==> config.mk <==
export PLATFORM = sky130hd
export DESIGN_NAME = game_timer_controller
export DESIGN_NICKNAME = d
export VERILOG_FILES = /design/src/rtl/game_timer_pkg.sv /design/src/rtl/tick_prescaler.sv /design/src/rtl/game_timer_controller.sv
export SDC_FILE = /design/constraint.sdc
export NUM_CORES = 1
export LEC_CHECK = 0
export ABC_AREA = 1
export ABC_CLOCK_PERIOD_IN_PS = 3220
export BUFFER_PORTS_ARGS = -buffer_cell sky130_fd_sc_hd__clkbuf_2
export CORE_MARGIN = 8
export CORE_UTILIZATION = 50
export CTS_CLUSTER_DIAMETER = 30
export DETAILED_ROUTE_END_ITERATION = 7
export PLACE_DENSITY = 0.67
export REMOVE_ABC_BUFFERS = 1
export SLEW_MARGIN = 20
export SYNTH_ARGS = -nofsm -noshare
export SYNTH_HDL_FRONTEND = slang
export SYNTH_HIERARCHICAL = 1
export SYNTH_SLANG_ARGS = --single-unit
==> constraint.sdc <==
create_clock -name clock -period 3.22 [get_ports clock]
set_clock_uncertainty 0.1 [all_clocks]
set_input_delay 0.161 -clock clock [delete_from_list [all_inputs] [get_ports clock]]
set_output_delay 0.161 -clock clock [all_outputs]
set_load 0.05 [all_outputs]
==> src/rtl/game_timer_pkg.sv <==
// Purpose: shared time width, saturation default and state encoding for the game timer.
// Latency: n/a (declarations only).
// Backpressure: n/a.
package game_timer_pkg;

   // Width of the seconds field carried to the display.
   localparam int TIME_W = 12;

   // 59:59 expressed in seconds; fits the 6-bit minutes field downstream.
   localparam int MAX_SECONDS_DEFAULT = 3599;

   typedef enum logic [1:0] {
      ST_IDLE  = 2'd0,
      ST_RUN   = 2'd1,
      ST_PAUSE = 2'd2,
      ST_DONE  = 2'd3
   } state_e;

endpackage

==> src/rtl/tick_prescaler.sv <==
// Purpose: divides the system clock down to a one-second tick; counts only while enabled.
// Latency: tick_o is combinational, high during the last cycle of each second.
// Backpressure: none; en_i low holds the partial second, clr_i zeroes it.
//
// Ports:
//   clk_i   system clock (rising edge)
//   rst_ni  asynchronous active-low reset
//   en_i    count enable (timer running)
//   clr_i   synchronous clear, dominates en_i
//   tick_o  one-cycle pulse while the count sits at CLKS_PER_SEC-1 and is enabled
module tick_prescaler #(
   parameter int CLKS_PER_SEC = 50000000
) (
   input  logic clk_i,
   input  logic rst_ni,
   input  logic en_i,
   input  logic clr_i,
   output logic tick_o
);

   localparam int CNT_W = (CLKS_PER_SEC > 1) ? $clog2(CLKS_PER_SEC) : 1;
   localparam logic [CNT_W-1:0] LAST = CNT_W'(CLKS_PER_SEC - 1);

   logic [CNT_W-1:0] cnt_q;
   logic [CNT_W-1:0] cnt_d;

   assign tick_o = en_i & ~clr_i & (cnt_q == LAST);

   always_comb begin
      cnt_d = cnt_q;
      if (clr_i) begin
         cnt_d = '0;
      end else if (en_i) begin
         cnt_d = tick_o ? '0 : cnt_q + 1'b1;
      end
   end

   always_ff @(posedge clk_i or negedge rst_ni) begin
      if (!rst_ni) begin
         cnt_q <= '0;
      end else begin
         cnt_q <= cnt_d;
      end
   end

endmodule

==> src/rtl/game_timer_controller.sv <==
// Purpose: game clock FSM (IDLE/RUN/PAUSE/DONE) with a saturating seconds register.
// Latency: num_seconds/sec_tick/expired update one cycle after the tick or command edge.
// Backpressure: none; command pulses are acted on immediately, priority clear > start > pause.
//
// Ports:
//   clock, resetn        system clock; asynchronous active-low reset
//   start, pause, clear  one-cycle command pulses
//   load_seconds         countdown start value (used only with GAME_TIMER_COUNTDOWN_EN)
//   num_seconds          registered current time
//   running              high while in RUN
//   sec_tick             one-cycle pulse on every num_seconds update
//   expired              one-cycle pulse on entry to DONE
//
// Build option: define GAME_TIMER_COUNTDOWN_EN to count down from load_seconds to 0;
// otherwise the timer counts up from 0 to MAX_SECONDS.
module game_timer_controller
   import game_timer_pkg::*;
#(
   parameter int CLKS_PER_SEC = 50000000,
   parameter int MAX_SECONDS  = MAX_SECONDS_DEFAULT
) (
   input  logic              clock,
   input  logic              resetn,
   input  logic              start,
   input  logic              pause,
   input  logic              clear,
   input  logic [TIME_W-1:0] load_seconds,
   output logic [TIME_W-1:0] num_seconds,
   output logic              running,
   output logic              sec_tick,
   output logic              expired
);

   localparam logic [TIME_W-1:0] MAX_VAL = TIME_W'(MAX_SECONDS);

   state_e            state_q, state_d;
   logic [TIME_W-1:0] num_q, num_d;
   logic              sec_tick_q, sec_tick_d;
   logic              expired_q, expired_d;

   logic              idle_or_done;
   logic              launch;
   logic              pre_en;
   logic              pre_clr;
   logic              tick;

   assign idle_or_done = (state_q == ST_IDLE) || (state_q == ST_DONE);

   // A fresh run (from IDLE or DONE) always begins on a whole second; a resume
   // from PAUSE keeps the partial second, so only launch/clear zero the prescaler.
   assign launch  = start & ~clear & idle_or_done;
   assign pre_en  = (state_q == ST_RUN);
   assign pre_clr = clear | launch;

   tick_prescaler #(
      .CLKS_PER_SEC (CLKS_PER_SEC)
   ) u_tick_prescaler (
      .clk_i  (clock),
      .rst_ni (resetn),
      .en_i   (pre_en),
      .clr_i  (pre_clr),
      .tick_o (tick)
   );

`ifdef GAME_TIMER_COUNTDOWN_EN
   logic [TIME_W-1:0] load_sat;
   assign load_sat = (load_seconds > MAX_VAL) ? MAX_VAL : load_seconds;
`else
   logic unused_load;
   assign unused_load = ^load_seconds;
`endif

   always_comb begin
      state_d    = state_q;
      num_d      = num_q;
      sec_tick_d = 1'b0;
      expired_d  = 1'b0;

      if (clear) begin
         state_d = ST_IDLE;
         num_d   = '0;
      end else begin
         case (state_q)
            ST_IDLE, ST_DONE: begin
               if (start) begin
`ifdef GAME_TIMER_COUNTDOWN_EN
                  num_d = load_sat;
                  // Nothing to count: go straight to DONE without a tick.
                  if (load_sat == '0) begin
                     state_d   = ST_DONE;
                     expired_d = 1'b1;
                  end else begin
                     state_d = ST_RUN;
                  end
`else
                  num_d   = '0;
                  state_d = ST_RUN;
`endif
               end
            end

            ST_RUN: begin
               if (tick) begin
                  sec_tick_d = 1'b1;
`ifdef GAME_TIMER_COUNTDOWN_EN
                  if (num_q <= 1) begin
                     num_d     = '0;
                     state_d   = ST_DONE;
                     expired_d = 1'b1;
                  end else begin
                     num_d = num_q - 1'b1;
                  end
`else
                  // Compare with >= so the register can never pass the limit.
                  if (num_q >= MAX_VAL - 1'b1) begin
                     num_d     = MAX_VAL;
                     state_d   = ST_DONE;
                     expired_d = 1'b1;
                  end else begin
                     num_d = num_q + 1'b1;
                  end
`endif
               end
               // Reaching the limit wins over a coincident pause.
               if (pause && (state_d == ST_RUN)) begin
                  state_d = ST_PAUSE;
               end
            end

            ST_PAUSE: begin
               if (start) begin
                  state_d = ST_RUN;
               end
            end

            default: begin
               state_d = ST_IDLE;
            end
         endcase
      end
   end

   always_ff @(posedge clock or negedge resetn) begin
      if (!resetn) begin
         state_q    <= ST_IDLE;
         num_q      <= '0;
         sec_tick_q <= 1'b0;
         expired_q  <= 1'b0;
      end else begin
         state_q    <= state_d;
         num_q      <= num_d;
         sec_tick_q <= sec_tick_d;
         expired_q  <= expired_d;
      end
   end

   assign num_seconds = num_q;
   assign running     = (state_q == ST_RUN);
   assign sec_tick    = sec_tick_q;
   assign expired     = expired_q;

endmodule

==> flow_metrics.env <==
export IMPL_status="finished clean"
export IMPL_htree_levels=2
export IMPL_cellInternalPower_uw=804.6
export IMPL_p_sw_frac=0.2445
export IMPL_critical_path_slowest_cell="dfrtp_1"
export IMPL_fp_coreArea_um2=5371
export IMPL_die_y_um=89.81
export IMPL_finalHoldViolCount=0
export IMPL_syn_area_um2=2724
export IMPL_switchingPower_uw=260.5
export IMPL_die_x_um=89.81
export IMPL_cts_made_buffers=5
export IMPL_cp_arrival_ns=2.66
export IMPL_synth_seq_cells=42
export IMPL_slew_headroom=0.4373
export IMPL_via_per_inst=5.178
export IMPL_finalCritPeriodShare=0.7849
export IMPL_synth_cells=376
export IMPL_drive_gt1_frac=0.1554
export IMPL_max_stage_delay_ns=0.42
export IMPL_fmax_mhz=395.7
export IMPL_tightestPinTransition_ns=0.8384
export IMPL_cp_buffers_inverters=3
export IMPL_cts_tree="done"
export IMPL_drt_iter0_drc=78
export IMPL_yosysSeqAreaShare=0.3859
export IMPL_drtAntennaViolNets=0
export IMPL_portBuffers=19
export IMPL_clock_sinks=42
export IMPL_cellPowerDensity_nw_per_um2=355.4
export IMPL_synth_area_per_cell_um2=7.244
export IMPL_rows=27
export IMPL_firstDrtPassIters=4
export IMPL_path_class="reg -> reg"
export IMPL_cap_violations=0
export IMPL_wl_per_cell_um=12.51
export IMPL_finalCriticalPeriod_ns=2.527
export IMPL_final_common_cell="nand2_1"
export IMPL_endpoint_kind="flop"
export IMPL_seqPwrFrac=0.503
export IMPL_die_area_um2=8066
export IMPL_postPlaceCellArea_um2=2874
export IMPL_remaining_drc_errors=0
export IMPL_synthTopCellsByArea="dfrtp_1 39%, nand2_1 14%, nor2_1 5.9%"
export IMPL_power_frac_clock=0.400
export IMPL_place_congestion=0.8490
export IMPL_rsz0062_at_grt="false"
export IMPL_vias=2439
export IMPL_first_global_vias=2414
export IMPL_finalSetupViolCount=0
export IMPL_dp_hpwl_um=4399
export IMPL_root_buffer="clkbuf_8"
export IMPL_overflow=0
export IMPL_area_delta_synth_final_pct=10.01
export IMPL_comb_power_share=0.098
export IMPL_power_leakage_uw=0.001413
export IMPL_crit_family="simple AND/OR/NAND/NOR gates"
export IMPL_design_area_um2=2997
export IMPL_boundaryPins=32
export IMPL_hp_class="in -> reg"
export IMPL_worstSetupStartpointType="flop"
export IMPL_final_nets=421
export IMPL_whs_ns=0.07329
export IMPL_antenna_found_initial=0
export IMPL_post_cts_repair_setup_buffers=0
export IMPL_cp_max_fo=13
export IMPL_yosys_area_top_type="dfrtp_1"
export IMPL_synth_cell_types=33
export IMPL_finalSetupTns_ns=0
export IMPL_synth_top_area_frac=0.3859
export IMPL_diodes=0
export IMPL_vdd_ir_drop_max_mv=0.1597
export IMPL_grt_max_degree=25
export IMPL_wirelength_um=5890
export IMPL_clk_pin_slew_ns=0.08
export IMPL_clkLatencyLatePin_ns=0.29
export IMPL_slew_violations=0
export IMPL_totalPowerFinal_uw=1065
export IMPL_grt_usage=0.1512
export IMPL_ys_warn_count=6
export IMPL_clockBufferDepth=2
export IMPL_layout_common_cells="103 x nand2_1, 43 x nor2_1, 42 x dfrtp_1"
export IMPL_crit_required_ns=3.35
export IMPL_start_util=0.5071
export IMPL_grt_pass1_wl_um=10460
export IMPL_cp_cell_sequence="ha_1 -> inv_1 -> a21oi_1 -> nor2_1 -> inv_1 -> nor3_1 -> inv_2 -> nand3_2 -> nand2_2 -> nor2_4 -> nand3_1 -> nand2_1 -> nand2_1 -> nor2_1"
[registers in the layout, indices dropped and copies added, names as in the netlist]
register	count
expired	1
num_seconds	12
sec_tick	1
state_q	2
u_tick_prescaler/cnt_q	26
[per-layer routing]
layer | share of wire | wire, um | up-vias | global-route usage
met4 | 0.015 | 89 | 0 | 0.05360
met2 | 0.48 | 2813 | 35 | 0.2699
met5 | 0 | 0 | - | 0
met1 | 0.47 | 2759 | 1149 | 0.1720
met3 | 0.038 | 226 | 8 | 0.03325
li1 | - | - | 1247 | -
[cell type report]
class,count,area [um^2]
clock buffer,6,82.58
clock inverter,1,30.03
fill,531,2375
inverter,46,172.7
multi-input combinational,282,1450
sequential,42,1051
tap,72,90.09
timing repair buffer,22,120.1
[stage by stage]
stage | cells | worst slack [ns] | utilization
detailed placement | 463 | 0.6872 | 0.5351
floorplan | 370 | 0.7162 | -
finish | 471 | 0.6927 | 0.5579
global placement | 463 | 0.7402 | 0.5351
global route | 471 | 0.4284 | 0.5579
CTS | 471 | 0.6687 | 0.5579
[worst reg2reg max path, cell delays in order, from the launching register on]
cell	delay, ns
dfrtp_1	0.42
ha_1	0.34
inv_1	0.10
a21oi_1	0.09
nor2_1	0.13
inv_1	0.09
nor3_1	0.35
inv_2	0.07
nand3_2	0.09
nand2_2	0.07
nor2_4	0.25
nand3_1	0.14
nand2_1	0.08
nand2_1	0.05
nor2_1	0.09
[path summary, 6_finish.rpt]
check	startpoint	to	slack (ns)	cells past startpoint
min in group asynchronous	resetn	state_q[0]$_DFFE_PN0P_	0.26	2
max in group asynchronous	resetn	u_tick_prescaler/cnt_q[21]$_DFFE_PN0P_	2.05	3
setup / recovery	state_q[0]$_DFFE_PN0P_	num_seconds[8]$_DFFE_PN0P_	0.69	14
hold / removal	pause	state_q[1]$_DFFE_PN0P_	0.07	3
setup reg to reg	state_q[0]$_DFFE_PN0P_	num_seconds[8]$_DFFE_PN0P_	0.69	14
hold reg to reg	u_tick_prescaler/cnt_q[23]$_DFFE_PN0P_	u_tick_prescaler/cnt_q[23]$_DFFE_PN0P_	0.43	2
[power by group through the flow]
stage          Clock, uW  Sequential (uW)  Combinational, uW
2_1_floorplan          0              545               66.6
3_3_place_gp           0              545                103
3_5_place_dp           0              546                105
4_1_cts              442              535                107
5_1_grt              457              536                118
6_report             426              535                104
[logic make-up after synthesis]
logic type,synth area share
simple gates,0.3707
buf+inv,0.08176
compound gates,0.1001
flops,0.3859
xor+xnor,0.03859
fa+ha+maj,0.02297
[cell usage after synthesis (all sizes together)]
cell,instances
a32oi,1
nor2,52
dfrtp,42
nand3,30
o31ai,1
inv,46
ha,5
a31oi,1
nand4,7
o21bai,1
nand2,116
o22ai,3
xnor2,3
nand3b,2
a21oi,11
and2,1
clkbuf,1
xor2,9
buf,5
o21ai,33
nor3,6
[repair_timing]
item / 4_1_cts / 5_1_grt
hold buffers: 1 / 0
hold endpoints to repair: 18 / 0
resized for setup: 0 / 0
No activity file was read; power rests on OpenSTA's default activity.
